==> src/rtl/elevator_request_latch_if.sv <==
// Signal bundle between the elevator controller side and the request latch.
// There is no valid/ready handshake on this bus: the buttons are raw
// asynchronous levels and the controller fields (ac, display, door_open) are
// plain levels. The latch samples all of them on every rising clock edge.
// The req_* / last_dir_up outputs are registered levels that are valid every cycle.
interface elevator_request_latch_if;
   logic [2:0] f_btn;
   logic [1:0] u_btn;
   logic [1:0] d_btn;
   logic [1:0] ac;
   logic [1:0] display;
   logic       door_open;
   logic [2:0] req_f;
   logic [2:0] req_u;
   logic [2:0] req_d;
   logic       req_any;
   logic       last_dir_up;

   // Controller / button side: drives buttons and status, reads pending requests
   modport master (
      output f_btn, u_btn, d_btn, ac, display, door_open,
      input  req_f, req_u, req_d, req_any, last_dir_up
   );

   // Request latch side
   modport slave (
      input  f_btn, u_btn, d_btn, ac, display, door_open,
      output req_f, req_u, req_d, req_any, last_dir_up
   );
endinterface

==> src/rtl/elevator_request_latch.sv <==
// Elevator request front end: 2-flop synchronizer and counter debounce for
// the seven push-buttons, sticky pending-request bits that clear when the
// controller opens the door at a floor, and last-travel-direction tracking
// used to pick which floor-2 hall call is serviced.
// Button vector layout: [2:0] cabin floors 1..3, [4:3] hall-up floors 1..2,
// [6:5] hall-down floors 2..3.
module elevator_request_latch #(
   parameter int DEB_CYCLES = 4
) (
   input logic                     clk,
   input logic                     rst,
   elevator_request_latch_if.slave bus
);

   localparam int NB    = 7;
   localparam int CNT_W = $clog2(DEB_CYCLES + 1);
   localparam logic [CNT_W-1:0] CNT_LAST = CNT_W'(DEB_CYCLES - 1);
   localparam logic [CNT_W-1:0] CNT_ONE  = CNT_W'(1);

   logic [NB-1:0]    raw;
   logic [NB-1:0]    sync1;
   logic [NB-1:0]    s;
   logic [NB-1:0]    db;
   logic [CNT_W-1:0] cnt [NB];
   logic [NB-1:0]    accept;

   logic [2:0] set_f, set_u, set_d;
   logic [2:0] clr_f, clr_u, clr_d;
   logic [2:0] nxt_f, nxt_u, nxt_d;

   logic [2:0] req_f_q, req_u_q, req_d_q;
   logic       req_any_q;
   logic       dir_up_q;

   assign raw = {bus.d_btn, bus.u_btn, bus.f_btn};

   // Two-flop synchronizer for every raw button level
   always_ff @(posedge clk) begin
      if (rst) begin
         sync1 <= '0;
         s     <= '0;
      end else begin
         sync1 <= raw;
         s     <= sync1;
      end
   end

   // Debounce: a new level must persist DEB_CYCLES synchronized cycles;
   // any return to the debounced level restarts the count
   always_ff @(posedge clk) begin
      if (rst) begin
         db <= '0;
         for (int i = 0; i < NB; i++) cnt[i] <= '0;
      end else begin
         for (int i = 0; i < NB; i++) begin
            if (s[i] == db[i]) begin
               cnt[i] <= '0;
            end else if (cnt[i] == CNT_LAST) begin
               db[i]  <= s[i];
               cnt[i] <= '0;
            end else begin
               cnt[i] <= cnt[i] + CNT_ONE;
            end
         end
      end
   end

   // A press is accepted on the cycle the debounced level rises
   always_comb begin
      accept = '0;
      for (int i = 0; i < NB; i++) begin
         accept[i] = s[i] & ~db[i] & (cnt[i] == CNT_LAST);
      end
   end

   // Map accepted presses onto per-floor request bits
   always_comb begin
      set_f = accept[2:0];
      set_u = {1'b0, accept[4:3]};
      set_d = {accept[6:5], 1'b0};
   end

   // Service clear at the floor shown while the door is open; at floor 2
   // only the hall call matching the last travel direction is serviced
   always_comb begin
      clr_f = '0;
      clr_u = '0;
      clr_d = '0;
      if (bus.door_open) begin
         case (bus.display)
            2'd1: begin
               clr_f[0] = 1'b1;
               clr_u[0] = 1'b1;
            end
            2'd2: begin
               clr_f[1] = 1'b1;
               if (dir_up_q) clr_u[1] = 1'b1;
               else          clr_d[1] = 1'b1;
            end
            2'd3: begin
               clr_f[2] = 1'b1;
               clr_d[2] = 1'b1;
            end
            default: begin
               clr_f = '0;
            end
         endcase
      end
   end

   // Next pending state: clear wins over a same-cycle set; the top hall-up
   // and bottom hall-down bits do not exist and are forced low
   always_comb begin
      nxt_f = (req_f_q | set_f) & ~clr_f;
      nxt_u = (req_u_q | set_u) & ~clr_u & 3'b011;
      nxt_d = (req_d_q | set_d) & ~clr_d & 3'b110;
   end

   // Pending request registers, with req_any registered from the next state
   // so it lines up with the req_* bits
   always_ff @(posedge clk) begin
      if (rst) begin
         req_f_q   <= '0;
         req_u_q   <= '0;
         req_d_q   <= '0;
         req_any_q <= 1'b0;
      end else begin
         req_f_q   <= nxt_f;
         req_u_q   <= nxt_u;
         req_d_q   <= nxt_d;
         req_any_q <= |{nxt_f, nxt_u, nxt_d};
      end
   end

   // Remember the last nonzero motor command direction
   always_ff @(posedge clk) begin
      if (rst) begin
         dir_up_q <= 1'b1;
      end else begin
         case (bus.ac)
            2'b10:   dir_up_q <= 1'b1;
            2'b01:   dir_up_q <= 1'b0;
            default: dir_up_q <= dir_up_q;
         endcase
      end
   end

   assign bus.req_f       = req_f_q;
   assign bus.req_u       = req_u_q;
   assign bus.req_d       = req_d_q;
   assign bus.req_any     = req_any_q;
   assign bus.last_dir_up = dir_up_q;

endmodule

==> src/flat_wrapper.sv <==
// flat-port wrapper written by rule: the top's interface ports become plain ports
module elevator_request_latch_flat 
#(
   parameter int DEB_CYCLES = 4
)
  (clk, rst, bus_f_btn, bus_u_btn, bus_d_btn, bus_ac, bus_display, bus_door_open, bus_req_f, bus_req_u, bus_req_d, bus_req_any, bus_last_dir_up);
  elevator_request_latch_if bus_i ();
  input logic clk;
  input logic rst;
  input wire logic [$bits(bus_i.f_btn)-1:0] bus_f_btn;
  input wire logic [$bits(bus_i.u_btn)-1:0] bus_u_btn;
  input wire logic [$bits(bus_i.d_btn)-1:0] bus_d_btn;
  input wire logic [$bits(bus_i.ac)-1:0] bus_ac;
  input wire logic [$bits(bus_i.display)-1:0] bus_display;
  input wire logic [$bits(bus_i.door_open)-1:0] bus_door_open;
  output wire logic [$bits(bus_i.req_f)-1:0] bus_req_f;
  output wire logic [$bits(bus_i.req_u)-1:0] bus_req_u;
  output wire logic [$bits(bus_i.req_d)-1:0] bus_req_d;
  output wire logic [$bits(bus_i.req_any)-1:0] bus_req_any;
  output wire logic [$bits(bus_i.last_dir_up)-1:0] bus_last_dir_up;
  assign bus_i.f_btn = bus_f_btn;
  assign bus_i.u_btn = bus_u_btn;
  assign bus_i.d_btn = bus_d_btn;
  assign bus_i.ac = bus_ac;
  assign bus_i.display = bus_display;
  assign bus_i.door_open = bus_door_open;
  assign bus_req_f = bus_i.req_f;
  assign bus_req_u = bus_i.req_u;
  assign bus_req_d = bus_i.req_d;
  assign bus_req_any = bus_i.req_any;
  assign bus_last_dir_up = bus_i.last_dir_up;
  elevator_request_latch #(.DEB_CYCLES(DEB_CYCLES)) u_core (.clk(clk), .rst(rst), .bus(bus_i));
endmodule
==> config.mk <==
export PLATFORM = sky130hd
export DESIGN_NAME = elevator_request_latch_flat
export DESIGN_NICKNAME = d
export VERILOG_FILES = /design/src/rtl/elevator_request_latch_if.sv /design/src/rtl/elevator_request_latch.sv /design/src/flat_wrapper.sv
export SDC_FILE = /design/constraint.sdc
export NUM_CORES = 1
export LEC_CHECK = 0
export ABC_AREA = 1
export CORE_MARGIN = 2
export CORE_UTILIZATION = 43
export CTS_CLUSTER_SIZE = 16
export DETAILED_ROUTE_END_ITERATION = 10
export PLACE_DENSITY_LB_ADDON = 0.15
export SYNTH_ARGS = -nofsm -noshare
export SYNTH_HDL_FRONTEND = slang
export SYNTH_SLANG_ARGS = --single-unit
==> constraint.sdc <==
create_clock -name clk -period 1.4 [get_ports clk]
set_input_delay 0.28 -clock clk [delete_from_list [all_inputs] [get_ports clk]]
set_output_delay 0.28 -clock clk [all_outputs]
set_load 0.01 [all_outputs]
==> flow_summary_export.csv <==
group,metric,value,unit
power_and_ir_drop,p_per_area,944,nW/um^2
worst_setup_path,crit_start,"u_core.cnt[0][12]",
sta,period_share,0.961,
floorplan,fp-row-count,26,
placed_design,place_inst,362,
sta,period_minus_slack,1.35,ns
synthesis,yosysWarningCount,0,
cts,h-tree-depth,2,
floorplan,die_w,75.9,um
worst_setup_path,cp_max_fo,3,
cts,cts.sinks,51,
sta,finalClockSkew,0.00815,ns
global_routing,grt_pass1_vias,1505,
layout,final_cells,376,
detailed_routing,ant_nets,0,
cts,cts_tree,"done",
status,status,"finished, final reports clean",
layout,antenna_cells,0,
synthesis,synth-main-ff-cell,"dfxtp_1",
layout,drive_gt1_frac,0.190,
global_routing,grt_util_all_layers,0.128,
synthesis,synth_cell_types,18,
global_routing,grt_overflow,0,
floorplan,start_util,0.441,
flow_run,maxCapViolCount,0,
sta,hold-worst-slack,0.407,ns
cts,clkTransAtPathRegs,0.09,ns
synthesis,yosysTopAreaCellShare,0.284,
detailed_routing,viasPerCell,4.16,
placed_design,place_hpwl,2540,um
worst_setup_path,crit_slowest_cell,"edfxtp_1",
power_and_ir_drop,peakVddDrop,0.000593,V
layout,layout.nets,341,
synthesis,syn_area,2220,sq um
layout,n_fill_cell,477,
cts,cts_buffer_depth,2,
placed_design,io_buffers,22,
worst_setup_path,cp.required,1.59,ns
power_and_ir_drop,leakage,1.38,nW
sta,report.final.hold_viol_count,0,
synthesis,syn_area_per_cell,9.15,sq um
detailed_routing,dr_total_vias,1565,
worst_setup_path,critPathMaxStageDelay,0.41,ns
synthesis,synth_top_area_cell,"edfxtp_1",
floorplan,core,5040,sq um
worst_setup_path,start_kind,"flip-flop",
sta,setup_violations,0,
synthesis,synth_commonest_cells,"inv_1 (56), nor2_1 (44), dfxtp_1 (30)",
worst_setup_path,crit_chain,"ha_1, ha_2, a21o_1, nand2_2, nand2_1, inv_2, a21oi_2",
worst_setup_path,path_class,"reg2reg",
synthesis,synth_edf_count,21,
detailed_routing,drt_iter0_drc,52,
layout,postLayoutCoreUtil,0.565,
detailed_routing,drt_wl_total,3380,um
sta,slew_viol_final,0,
synthesis,yosysMostFrequentCell,"inv_1",
placed_design,place_congestion,0.740,
cts,cts_buffers,5,
detailed_routing,highest_layer,"met4",
hold_path,min_from,"u_core.sync1[4]",
worst_setup_path,crit_arrival,1.54,ns
cts,hold_buffers,0,
global_routing,grt_pass1_wl,5930,um
worst_setup_path,crit_path_end_kind,"flip-flop",
sta,fin_ws,0.0543,ns
detailed_routing,wl_per_cell,8.99,um
detailed_routing,wl_met3,197,um
detailed_routing,firstDrtPassIters,4,
worst_setup_path,r2r-start,"u_core.cnt[0][12]",
synthesis,synthTopCellsByArea,"edfxtp_1 (28%), dfxtp_1 (27%), ha_1 (12%)",
hold_path,hp-class,"reg2reg",
synthesis,synth-seq-area-share,0.554,
floorplan,fp.dieH,75.9,um
sta,fmax,743,MHz
cts,cts_root_buffer,"clkbuf_8",
worst_setup_path,rrSetupSlack,0.05,ns
synthesis,ys_ff_latch,51,
synthesis,async_flop_share,0,
global_routing,grt_max_degree,24,
floorplan,dieArea,5760,sq um
cts,insertion_delay,0.30,ns
synthesis,netlist_instances,243,
sta,setup_tns,0,ns
global_routing,antenna_found_initial,0,
detailed_routing,drt-met1-wl,1570,um
sta,grt_setup_unrepaired,"yes",
placed_design,pre_cts_slack,-0.0194,ns
layout,syn_to_final_growth,28.2,%
detailed_routing,wl_met2,1590,um
detailed_routing,drc,0,
floorplan,io_pins,25,
## metal layers
metal	vias up	track usage
li1	844	-
met1	695	0.140
met2	24	0.228
met3	2	0.0500
met4	0	0.0436
met5	-	0
## registers in the layout (all words and copies together) (netlist names)
name / count
u_core.db: 7
u_core.cnt: 21
u_core.bus.req_any: 1
u_core.s: 7
u_core.bus.req_d: 2
u_core.sync1: 7
u_core.bus.req_f: 3
u_core.bus.last_dir_up: 1
u_core.bus.req_u: 2
## area by class of cell
type / count / area (sq um) / share of cell area
repair buffers: 39 / 337 / 0.118
multi-input cells: 150 / 886 / 0.311
well taps: 70 / 87.6 / 0.0307
flip-flops and latches: 51 / 1230 / 0.432
clock inverters: 1 / 5.00 / 0.00176
clock buffers: 7 / 86.3 / 0.0303
inverters: 58 / 218 / 0.0764
## cells in the final DEF (no fill, tap or decap), drive strengths merged
cell type / count
buf: 17
dlygate4sd2: 9
conb: 23
ha: 22
a21oi: 9
nand3: 14
clkinv: 1
clkbuf: 7
nand2: 26
dfxtp: 30
o21ai: 8
edfxtp: 21
nor2: 46
a21o: 2
inv: 58
clkdlybuf4s50: 13
## cells by family (layout without fill, tap and decap cells)
family                     after synthesis  in the layout  share of synthesized area
adders and majority gates               22             22                      0.124
buffers and inverters                   63            105                      0.113
other                                    2             23                    0.00338
and+or+nand+nor                         86             86                      0.160
DFF                                     51             51                      0.554
AOI/OAI and AO/OA                       19             19                     0.0467
## worst max-delay path, delay by kind of cell, from the launching register on
family / cells / cell delay [ns]
adders and majority gates: 2 / 0.42
DFF: 1 / 0.41
AOI/OAI and AO/OA: 2 / 0.24
and+or+nand+nor: 2 / 0.13
buffers and inverters: 1 / 0.05
## where the power goes
group	switching, mW	internal [mW]	total, mW
Sequential	0.0219	1.60	1.62
Clock	0.456	0.399	0.855
Combinational	0.113	0.106	0.218
## path summary, 6_finish.rpt
path         depth (start not counted)                  to
max                                  7  u_core.bus.req_any
min                                  2         u_core.s[4]
max reg2reg                          7  u_core.bus.req_any
min reg2reg                          2         u_core.s[4]
## per-stage QoR
step / area (sq um) / power (mW)
detailed placement: 2660 / 1.85
finish: 2850 / 2.69
global placement: 2660 / 1.85
global route: 2850 / 2.83
CTS: 2760 / 2.71
floorplan: 2300 / 1.77
## what timing repair did
item,in CTS,in global routing
pin swaps,1,8
buffers inserted,1,5
endpoints found under the setup margin,13,15
gates resized for setup,11,24
(Power assumes the default switching activity.)
